<file path="src/rtl/mem_req_arbiter.sv">
// Shares the DDR2 controller request path between icache and dcache.
// Line writes go out as two data beats followed by the address command.
module mem_req_arbiter #(
    parameter int ADDR_W          = 31,
    parameter int DATA_W          = 128,
    parameter int MAX_OUTSTANDING = 4
) (
    input  logic                  cpu_clk_g,
    input  logic                  rst_n,
    input  logic                  ic_req_valid,
    output logic                  ic_req_ready,
    input  logic                  ic_req_write,
    input  logic [ADDR_W-1:0]     ic_req_addr,
    input  logic [2*DATA_W-1:0]   ic_req_wdata,
    input  logic [2*DATA_W/8-1:0] ic_req_wmask,
    input  logic                  dc_req_valid,
    output logic                  dc_req_ready,
    input  logic                  dc_req_write,
    input  logic [ADDR_W-1:0]     dc_req_addr,
    input  logic [2*DATA_W-1:0]   dc_req_wdata,
    input  logic [2*DATA_W/8-1:0] dc_req_wmask,
    output logic                  ic_rdata_valid,
    output logic                  dc_rdata_valid,
    output logic [DATA_W-1:0]     rdata,
    output logic                  af_wr_en,
    output logic [2:0]            af_cmd,
    output logic [ADDR_W-1:0]     af_addr_din,
    input  logic                  af_full,
    output logic                  wdf_wr_en,
    output logic [DATA_W-1:0]     wdf_din,
    output logic [DATA_W/8-1:0]   wdf_mask_din,
    input  logic                  wdf_full,
    input  logic                  rdf_valid,
    input  logic [DATA_W-1:0]     rdf_dout,
    output logic                  err_orphan
);

    localparam int MASK_W = DATA_W / 8;
    localparam int PTR_W  = $clog2(MAX_OUTSTANDING);
    localparam int CNT_W  = PTR_W + 1;
    localparam logic [CNT_W-1:0] FULL_CNT = CNT_W'(MAX_OUTSTANDING);

    typedef enum logic [1:0] {
        IDLE,
        WD0,
        WD1,
        CMD
    } state_e;

    state_e state_q, state_d;
    logic grant_q, grant_d;
    logic last_grant_q, last_grant_d;
    logic [MAX_OUTSTANDING-1:0] own_q, own_d;
    logic [PTR_W-1:0] rd_ptr_q, rd_ptr_d;
    logic [PTR_W-1:0] wr_ptr_q, wr_ptr_d;
    logic [CNT_W-1:0] cnt_q, cnt_d;
    logic beat_q, beat_d;
    logic err_q, err_d;

    logic q_full;
    logic q_empty;
    logic ic_elig;
    logic dc_elig;
    logic nxt_grant;
    logic push;
    logic pop;
    logic head;

    logic                  sel_write;
    logic [ADDR_W-1:0]     sel_addr;
    logic [2*DATA_W-1:0]   sel_wdata;
    logic [2*DATA_W/8-1:0] sel_wmask;

    assign q_full  = (cnt_q == FULL_CNT);
    assign q_empty = (cnt_q == '0);
    assign ic_elig = ic_req_valid && (ic_req_write || !q_full);
    assign dc_elig = dc_req_valid && (dc_req_write || !q_full);
    assign head    = own_q[rd_ptr_q];

    assign sel_write = grant_q ? dc_req_write : ic_req_write;
    assign sel_addr  = grant_q ? dc_req_addr  : ic_req_addr;
    assign sel_wdata = grant_q ? dc_req_wdata : ic_req_wdata;
    assign sel_wmask = grant_q ? dc_req_wmask : ic_req_wmask;

    assign rdata      = rdf_dout;
    assign err_orphan = err_q;

    always_comb begin
        state_d      = state_q;
        grant_d      = grant_q;
        last_grant_d = last_grant_q;
        nxt_grant    = 1'b0;
        push         = 1'b0;
        af_wr_en     = 1'b0;
        af_cmd       = 3'b000;
        af_addr_din  = '0;
        wdf_wr_en    = 1'b0;
        wdf_din      = '0;
        wdf_mask_din = '0;
        ic_req_ready = 1'b0;
        dc_req_ready = 1'b0;
        unique case (state_q)
            IDLE: begin
                if (ic_elig || dc_elig) begin
                    // On a tie the side that did not win last time goes next.
                    nxt_grant    = (ic_elig && dc_elig) ? !last_grant_q : dc_elig;
                    grant_d      = nxt_grant;
                    last_grant_d = nxt_grant;
                    if (nxt_grant ? dc_req_write : ic_req_write) begin
                        state_d = WD0;
                    end else begin
                        state_d = CMD;
                    end
                end
            end
            WD0: begin
                wdf_wr_en    = !wdf_full;
                wdf_din      = sel_wdata[DATA_W-1:0];
                wdf_mask_din = sel_wmask[MASK_W-1:0];
                if (!wdf_full) begin
                    state_d = WD1;
                end
            end
            WD1: begin
                wdf_wr_en    = !wdf_full;
                wdf_din      = sel_wdata[2*DATA_W-1:DATA_W];
                wdf_mask_din = sel_wmask[2*MASK_W-1:MASK_W];
                if (!wdf_full) begin
                    state_d = CMD;
                end
            end
            CMD: begin
                af_wr_en    = !af_full;
                af_cmd      = sel_write ? 3'b000 : 3'b001;
                af_addr_din = sel_addr;
                if (!af_full) begin
                    ic_req_ready = !grant_q;
                    dc_req_ready = grant_q;
                    push         = !sel_write;
                    state_d      = IDLE;
                end
            end
            default: begin
                state_d = IDLE;
            end
        endcase
    end

    always_comb begin
        pop            = 1'b0;
        beat_d         = beat_q;
        err_d          = err_q;
        ic_rdata_valid = 1'b0;
        dc_rdata_valid = 1'b0;
        if (rdf_valid) begin
            if (q_empty) begin
                err_d = 1'b1;
            end else begin
                ic_rdata_valid = !head;
                dc_rdata_valid = head;
                beat_d         = !beat_q;
                pop            = beat_q;
            end
        end
    end

    always_comb begin
        own_d    = own_q;
        wr_ptr_d = wr_ptr_q;
        rd_ptr_d = rd_ptr_q;
        if (push) begin
            own_d[wr_ptr_q] = grant_q;
            wr_ptr_d        = wr_ptr_q + 1'b1;
        end
        if (pop) begin
            rd_ptr_d = rd_ptr_q + 1'b1;
        end
        cnt_d = cnt_q + CNT_W'(push) - CNT_W'(pop);
    end

    always_ff @(posedge cpu_clk_g or negedge rst_n) begin
        if (!rst_n) begin
            state_q      <= IDLE;
            grant_q      <= 1'b0;
            last_grant_q <= 1'b0;
            own_q        <= '0;
            rd_ptr_q     <= '0;
            wr_ptr_q     <= '0;
            cnt_q        <= '0;
            beat_q       <= 1'b0;
            err_q        <= 1'b0;
        end else begin
            state_q      <= state_d;
            grant_q      <= grant_d;
            last_grant_q <= last_grant_d;
            own_q        <= own_d;
            rd_ptr_q     <= rd_ptr_d;
            wr_ptr_q     <= wr_ptr_d;
            cnt_q        <= cnt_d;
            beat_q       <= beat_d;
            err_q        <= err_d;
        end
    end

endmodule

</file>
<file path="config.mk">
export PLATFORM = sky130hd
export DESIGN_NAME = mem_req_arbiter
export DESIGN_NICKNAME = d
export VERILOG_FILES = /design/src/rtl/mem_req_arbiter.sv
export SDC_FILE = /design/constraint.sdc
export NUM_CORES = 1
export LEC_CHECK = 0
export BUFFER_PORTS_ARGS = -buffer_cell sky130_fd_sc_hd__buf_2
export CAP_MARGIN = 10
export CELL_PAD_IN_SITES_DETAIL_PLACEMENT = 1
export CELL_PAD_IN_SITES_GLOBAL_PLACEMENT = 1
export CORE_AREA = 2 2 419 421
export DETAILED_ROUTE_END_ITERATION = 8
export DIE_AREA = 0 0 421 423
export PLACE_DENSITY = 0.32
export SETUP_SLACK_MARGIN = 0.1
export SYNTH_ARGS = -nofsm -noshare
export SYNTH_HDL_FRONTEND = slang
export SYNTH_SLANG_ARGS = --single-unit
</file>
<file path="constraint.sdc">
create_clock -name cpu_clk_g -period 2.5 [get_ports cpu_clk_g]
set_input_delay 0.25 -clock cpu_clk_g [delete_from_list [all_inputs] [get_ports cpu_clk_g]]
set_output_delay 0.25 -clock cpu_clk_g [all_outputs]
set_load 0.02 [all_outputs]
</file>
# After elaboration in Yosys (flattened, before gate mapping)

Index checks and enable logic that the tools add are counted.

Bits in registers: 16
Input port bits: 775
Output and inout bits: 313
Word-level logic and storage cells: 81

Add/subtract/negate cells: 4
Magnitude comparators: 3
Equal/unequal tests: 8
Multiplexer cells: 36
Bitwise logic cells: 1
Reduce and logical (&&, ||, !) cells: 21

Operator list:

| operator                                                                     | number |
|---|---|
| 256-bit 2-to-1 mux                                                           | 1 |
| 128-bit one-hot mux with 2 select lines                                      | 1 |
| 31-bit 2-to-1 mux                                                            | 2 |
| 32-bit 2-to-1 mux                                                            | 1 |
| 16-bit one-hot mux with 2 select lines                                       | 1 |
| 1-bit 2-to-1 mux                                                             | 21 |
| 2-bit 2-to-1 mux                                                             | 5 |
| 2-bit != test, second input constant                                         | 4 |
| 2-bit one-hot mux with 4 select lines                                        | 1 |
| 1-bit logical NOT                                                            | 7 |
| 2-bit by 3-bit less-than comparator with 1-bit output, second input constant | 2 |
| 2-bit AND reduction                                                          | 3 |
| 2-bit by 1-bit adder with 2-bit output, second input constant                | 2 |
| 4-bit bitwise mux                                                            | 1 |
| 2-bit == test, second input constant                                         | 2 |
| 1-bit logical AND                                                            | 4 |
| 4-bit AND reduction                                                          | 1 |
| 3-bit by 1-bit adder with 3-bit output                                       | 1 |
| 3-bit == test, second input constant                                         | 1 |
| 3-bit logical NOT                                                            | 1 |
| 1-bit logical OR                                                             | 3 |
| 3-bit by 1-bit subtractor with 3-bit output                                  | 1 |
| 1-bit binary-select mux with 2-bit select                                    | 1 |
| 1-bit demux with 2-bit select                                                | 1 |
| 5 further kinds                                                              | 5 |

# Logic depth before layout (Yosys ltp)

Depth after elaboration: 10
Gate-level depth with buffers: 11
Mapped depth without buffers: 11

# Worst setup path before layout

No wires, ideal clock.

Path type: reg-to-reg
From: register state_q[0]
To: register cnt_q[2]
Arrival: 2.273 ns
Required time: 2.376 ns
Path slack: 0.104 ns
Stages on the path, launching flop included: 12
Path buffers: 0
Clock period less this slack: 2.396 ns
Path through: dfrtp_1 > ha_1 > clkinv_1 > nor3b_4 > inv_1 > ha_1 > inv_1 > ha_1 > inv_1 > fa_1 > xnor2_1 > xnor2_1

Cells in the longest elaborated chain, start to end: 4

Ends and longest elaborated chain:

| item                                        | RTL line | RTL |
|---|---|---|
| start, declared                             | 50       | `state_e state_q, state_d;` |
| start signal, assigned                      | 193      | `state_q <= state_d;` |
| 2-bit == test                               | 102      | `unique case (state_q)` |
| 1-bit 2-to-1 mux                            | 102      |  |
| 3-bit by 1-bit adder with 3-bit output      | 178      | `cnt_d = cnt_q + CNT_W'(push) - CNT_W'(pop);` |
| 3-bit by 1-bit subtractor with 3-bit output | 178      |  |
| net cnt_d[2]                                | 56       | `logic [CNT_W-1:0] cnt_q, cnt_d;` |
| end signal, assigned                        | 199      | `cnt_q <= cnt_d;` |
| end, declared                               | 56       |  |

The timed path passes the listed nets, and every way through them passes these cells.
A chain may end at the register's enable or synchronous reset.

==> results.yml <==
run_status:
  status: "complete, but fails checks"
  violations: "setup timing"
placement:
  numPortBuffers: 829
  gp_congestion: 0.870
  hpwl_mm: 78.0
  dp_cells: 3933
sta:
  period_minus_slack_ps: 2540
  rsz0062_at_grt: "true"
  hold_violations: 0
  tightest_slew_ps: 502
  fin_ws_ps: -38.2
  finalSetupViolCount: 3
  fin_worst_skew_ps: 1.46
  slew_headroom_pct: 66.6
  finalMaxSlewViolations: 0
  fin_setup_tns_ps: -66.9
  fin_crit_sh_pct: 102
  clock.fmax_mhz: 394
clock_network:
  cts-root-buf: "clkbuf_16"
  numCtsBuffers: 3
  cts_tree: "yes"
  clock_latency_ps: 250
  cts.path.max_buffers: 2
  clk_pin_slew_ps: 50
  ctsHtreeMaxLevel: 1
  cts_sinks: 16
floorplanning:
  core_um2: 173000
  io-pin-count: 1088
  dieArea_um2: 178000
  initial_core_util_pct: 4.61
  row_count: 153
  die_x_um: 421
  die_y_um: 423
route:
  wirelength_mm: 96.3
  first_pass_iters: 4
  routed-via-count: 10700
  drc: 0
  routedWlPerCell_um: 23.9
  antenna_left: 0
  first_iter_violations: 369
  vias_per_cell: 2.66
critical_path:
  cp_cell_sequence: "buf_16 -> buf_16 -> buf_16 -> mux2_2 -> a22oi_2 -> nor2b_1 -> buf_2"
  crit_top_cell: "buf_16"
  rrSetupSlack_ps: 190
  max_stage_delay_ps: 500
  critPathLaunchType: "flip-flop"
  arrival_ps: 2290
  r2r_start: "last_grant_q"
  required_ps: 2250
  crit_type: "flip-flop to output port"
  crit_slowest_cell: "dfrtp_4"
  reg2reg_depth: 10
  cp_max_fo: 8
  r2r-end: "cnt_q[2]"
  crit_start: "last_grant_q"
  cp-end-kind: "output port"
  cp-endpoint: "wdf_din[115]"
grt:
  grt_pass1_wl_mm: 117
  grt_busiest_layer: "met2"
  grt_max_degree: 61
  grt_use_total_pct: 9.76
  grtUsageMet1_pct: 11.4
  use_met3_pct: 2.73
  antenna_found_initial: 48
  grt_pass1_vias: 11300
  grt_overflow: 0
  met2_usage_pct: 17.9
logic_synthesis:
  synth_cell_type_count: 35
  syn_avg_cell_area_um2: 8.49
  synth.area.top_cells: "mux2_2, a22oi_1, buf_4"
  synth_top_area_share_pct: 41.1
  synth_seq_cells: 16
  yosysSeqAreaShare_pct: 5.01
  synth_warnings: 0
  syn-instance-count: 942
  syn-cell-area_um2: 7990
  yosysTopAreaCell: "mux2_2"
power:
  power.density_nw_per_um2: 1310
  ir_drop_mv: 0.615
  p_leak_nw: 7.50
final_layout:
  syn_to_final_growth_pct: 120
  drive_gt1_share_pct: 83.8
  final_core_utilization_pct: 10.2
  fin_nets: 2485
  final_cells: 4032
worst_hold_path:
  hp-class: "input port to flip-flop"
job:
  cap_violations: 0
cells in the mapped netlist (all sizes together):
cell      n
a21o      1
a221oi    1
a22oi   145
a311o     1
a31oi     2
a41oi     1
and2      2
buf     187
clkbuf   31
clkinv    1
conb      1
dfrtp    16
fa        1
ha       11
inv       9
mux2    292
mux2i    34
mux4      1
nand2     7
nand3     2
nor2     36
nor2b   146
nor3      2
nor3b     1
o21a      1
o21ai     1
o31ai     1
or4b      2
xnor2     5
xor2      1
per-stage QoR:
stage	cell area [um2]	worst slack, ps	hold slack, ps	total power, mW
after global placement	14600	-139	211	17.2
final	17600	-38.2	240	23.1
after CTS	16000	-75.7	239	20.7
after detailed placement	14600	-166	207	17.1
after global routing	17600	-88.3	245	24.7
after floorplan	8000	104	-45.6	9.55
metal layers:
layer  share of wire [%]  wire length, um
met1                  39            38000
met2                  51            49200
met3                 7.0             6780
met4                 2.2             2160
met5                0.11              104
worst min path at each step:
| stage | end | depth (start not counted) | slack, ps | start |
|---|---|---|---|---|
| 5_1_grt | err_orphan | 2 | 250 | rdf_valid |
| 3_5_place_dp | own_q[1] | 1 | 210 | rst_n |
| 6_report | err_orphan | 2 | 240 | rdf_valid |
| 4_1_cts | err_orphan | 2 | 240 | rdf_valid |
| 3_3_place_gp | own_q[0] | 1 | 210 | rst_n |
| 2_1_floorplan | beat_q | 0 | -50 | rst_n |
power by group:
part	switching, mW	internal [mW]	leakage, nW	total, mW
combinational	11.6	10.6	7.27	22.3
clock	0.108	0.243	0.0442	0.351
sequential	0.0970	0.402	0.188	0.499
state kept, by name (all words and copies together) (netlist names):
register and flops:
beat_q 1, cnt_q 3, err_orphan 1, last_grant_q 1
own_q 4, rd_ptr_q 2, state_q 2, wr_ptr_q 2
cells by family (layout without fill, tap and decap cells):
| kind of cell | count (synthesis) | after routing | share of synthesized area [%] |
|---|---|---|---|
| DFF | 16 | 16 | 5.01 |
| muxes | 327 | 327 | 45.7 |
| adders and majority gates | 12 | 12 | 1.97 |
| other | 1 | 12 | 0.0469 |
| and+or+nand+nor | 198 | 198 | 14.4 |
| AOI/OAI and AO/OA | 154 | 154 | 14.6 |
| buffers and inverters | 228 | 982 | 17.7 |
| xor gates and xnor gates | 6 | 6 | 0.657 |
final cells by class:
cell class | count | area, um2
well taps | 2325 | 2910
clock buffers | 4 | 88.8
flip-flops and latches | 16 | 404
inverters | 10 | 45.0
diodes | 10 | 25.0
multi-input cells | 699 | 7070
fillers | 20600 | 156000
repair buffers | 968 | 7050
placed cells by master, fill, tap and decap left out, types with 2 or more instances in the layout:
cell type / netlist / routed
inv_1: 9 / 7
ha_1: 11 / 8
bufbuf_16: 0 / 3
clkbuf_4: 0 / 4
buf_6: 1 / 47
conb_1: 1 / 2
diode_2: 0 / 10
buf_16: 0 / 27
dfrtp_1: 16 / 15
mux2_4: 0 / 49
mux2_2: 292 / 243
buf_2: 39 / 718
a22oi_2: 1 / 103
nor2b_2: 0 / 38
nand3_1: 2 / 2
buf_8: 0 / 13
buf_12: 0 / 30
and2_1: 2 / 2
nor2b_1: 146 / 100
a22oi_1: 144 / 42
nand2_1: 7 / 7
nor2_1: 36 / 36
xnor2_1: 5 / 5
a31oi_1: 2 / 2
buf_4: 133 / 107
clkinvlp_4: 0 / 2
nor2b_4: 0 / 8
mux2i_1: 34 / 34
clkbuf_16: 0 / 21
ha_4: 0 / 3
nor3_1: 2 / 2
timing repair:
item,CTS,global route
gates cloned,15,20
hold buffers,1,0
endpoints found under the hold margin,16,0
resized for setup,155,278
pin swaps,30,40
setup endpoints to repair,115,140
setup buffers,25,27
critical path, delay by kind of cell, from the launching register on:
family                 cells  cell delay [ps]
AND/OR/NAND/NOR            1              100
buffers and inverters      4              680
multiplexers               1              280
AO/OA/AOI/OAI              1              430
flip-flops                 1              500
No activity file was read; power rests on OpenSTA's default activity.
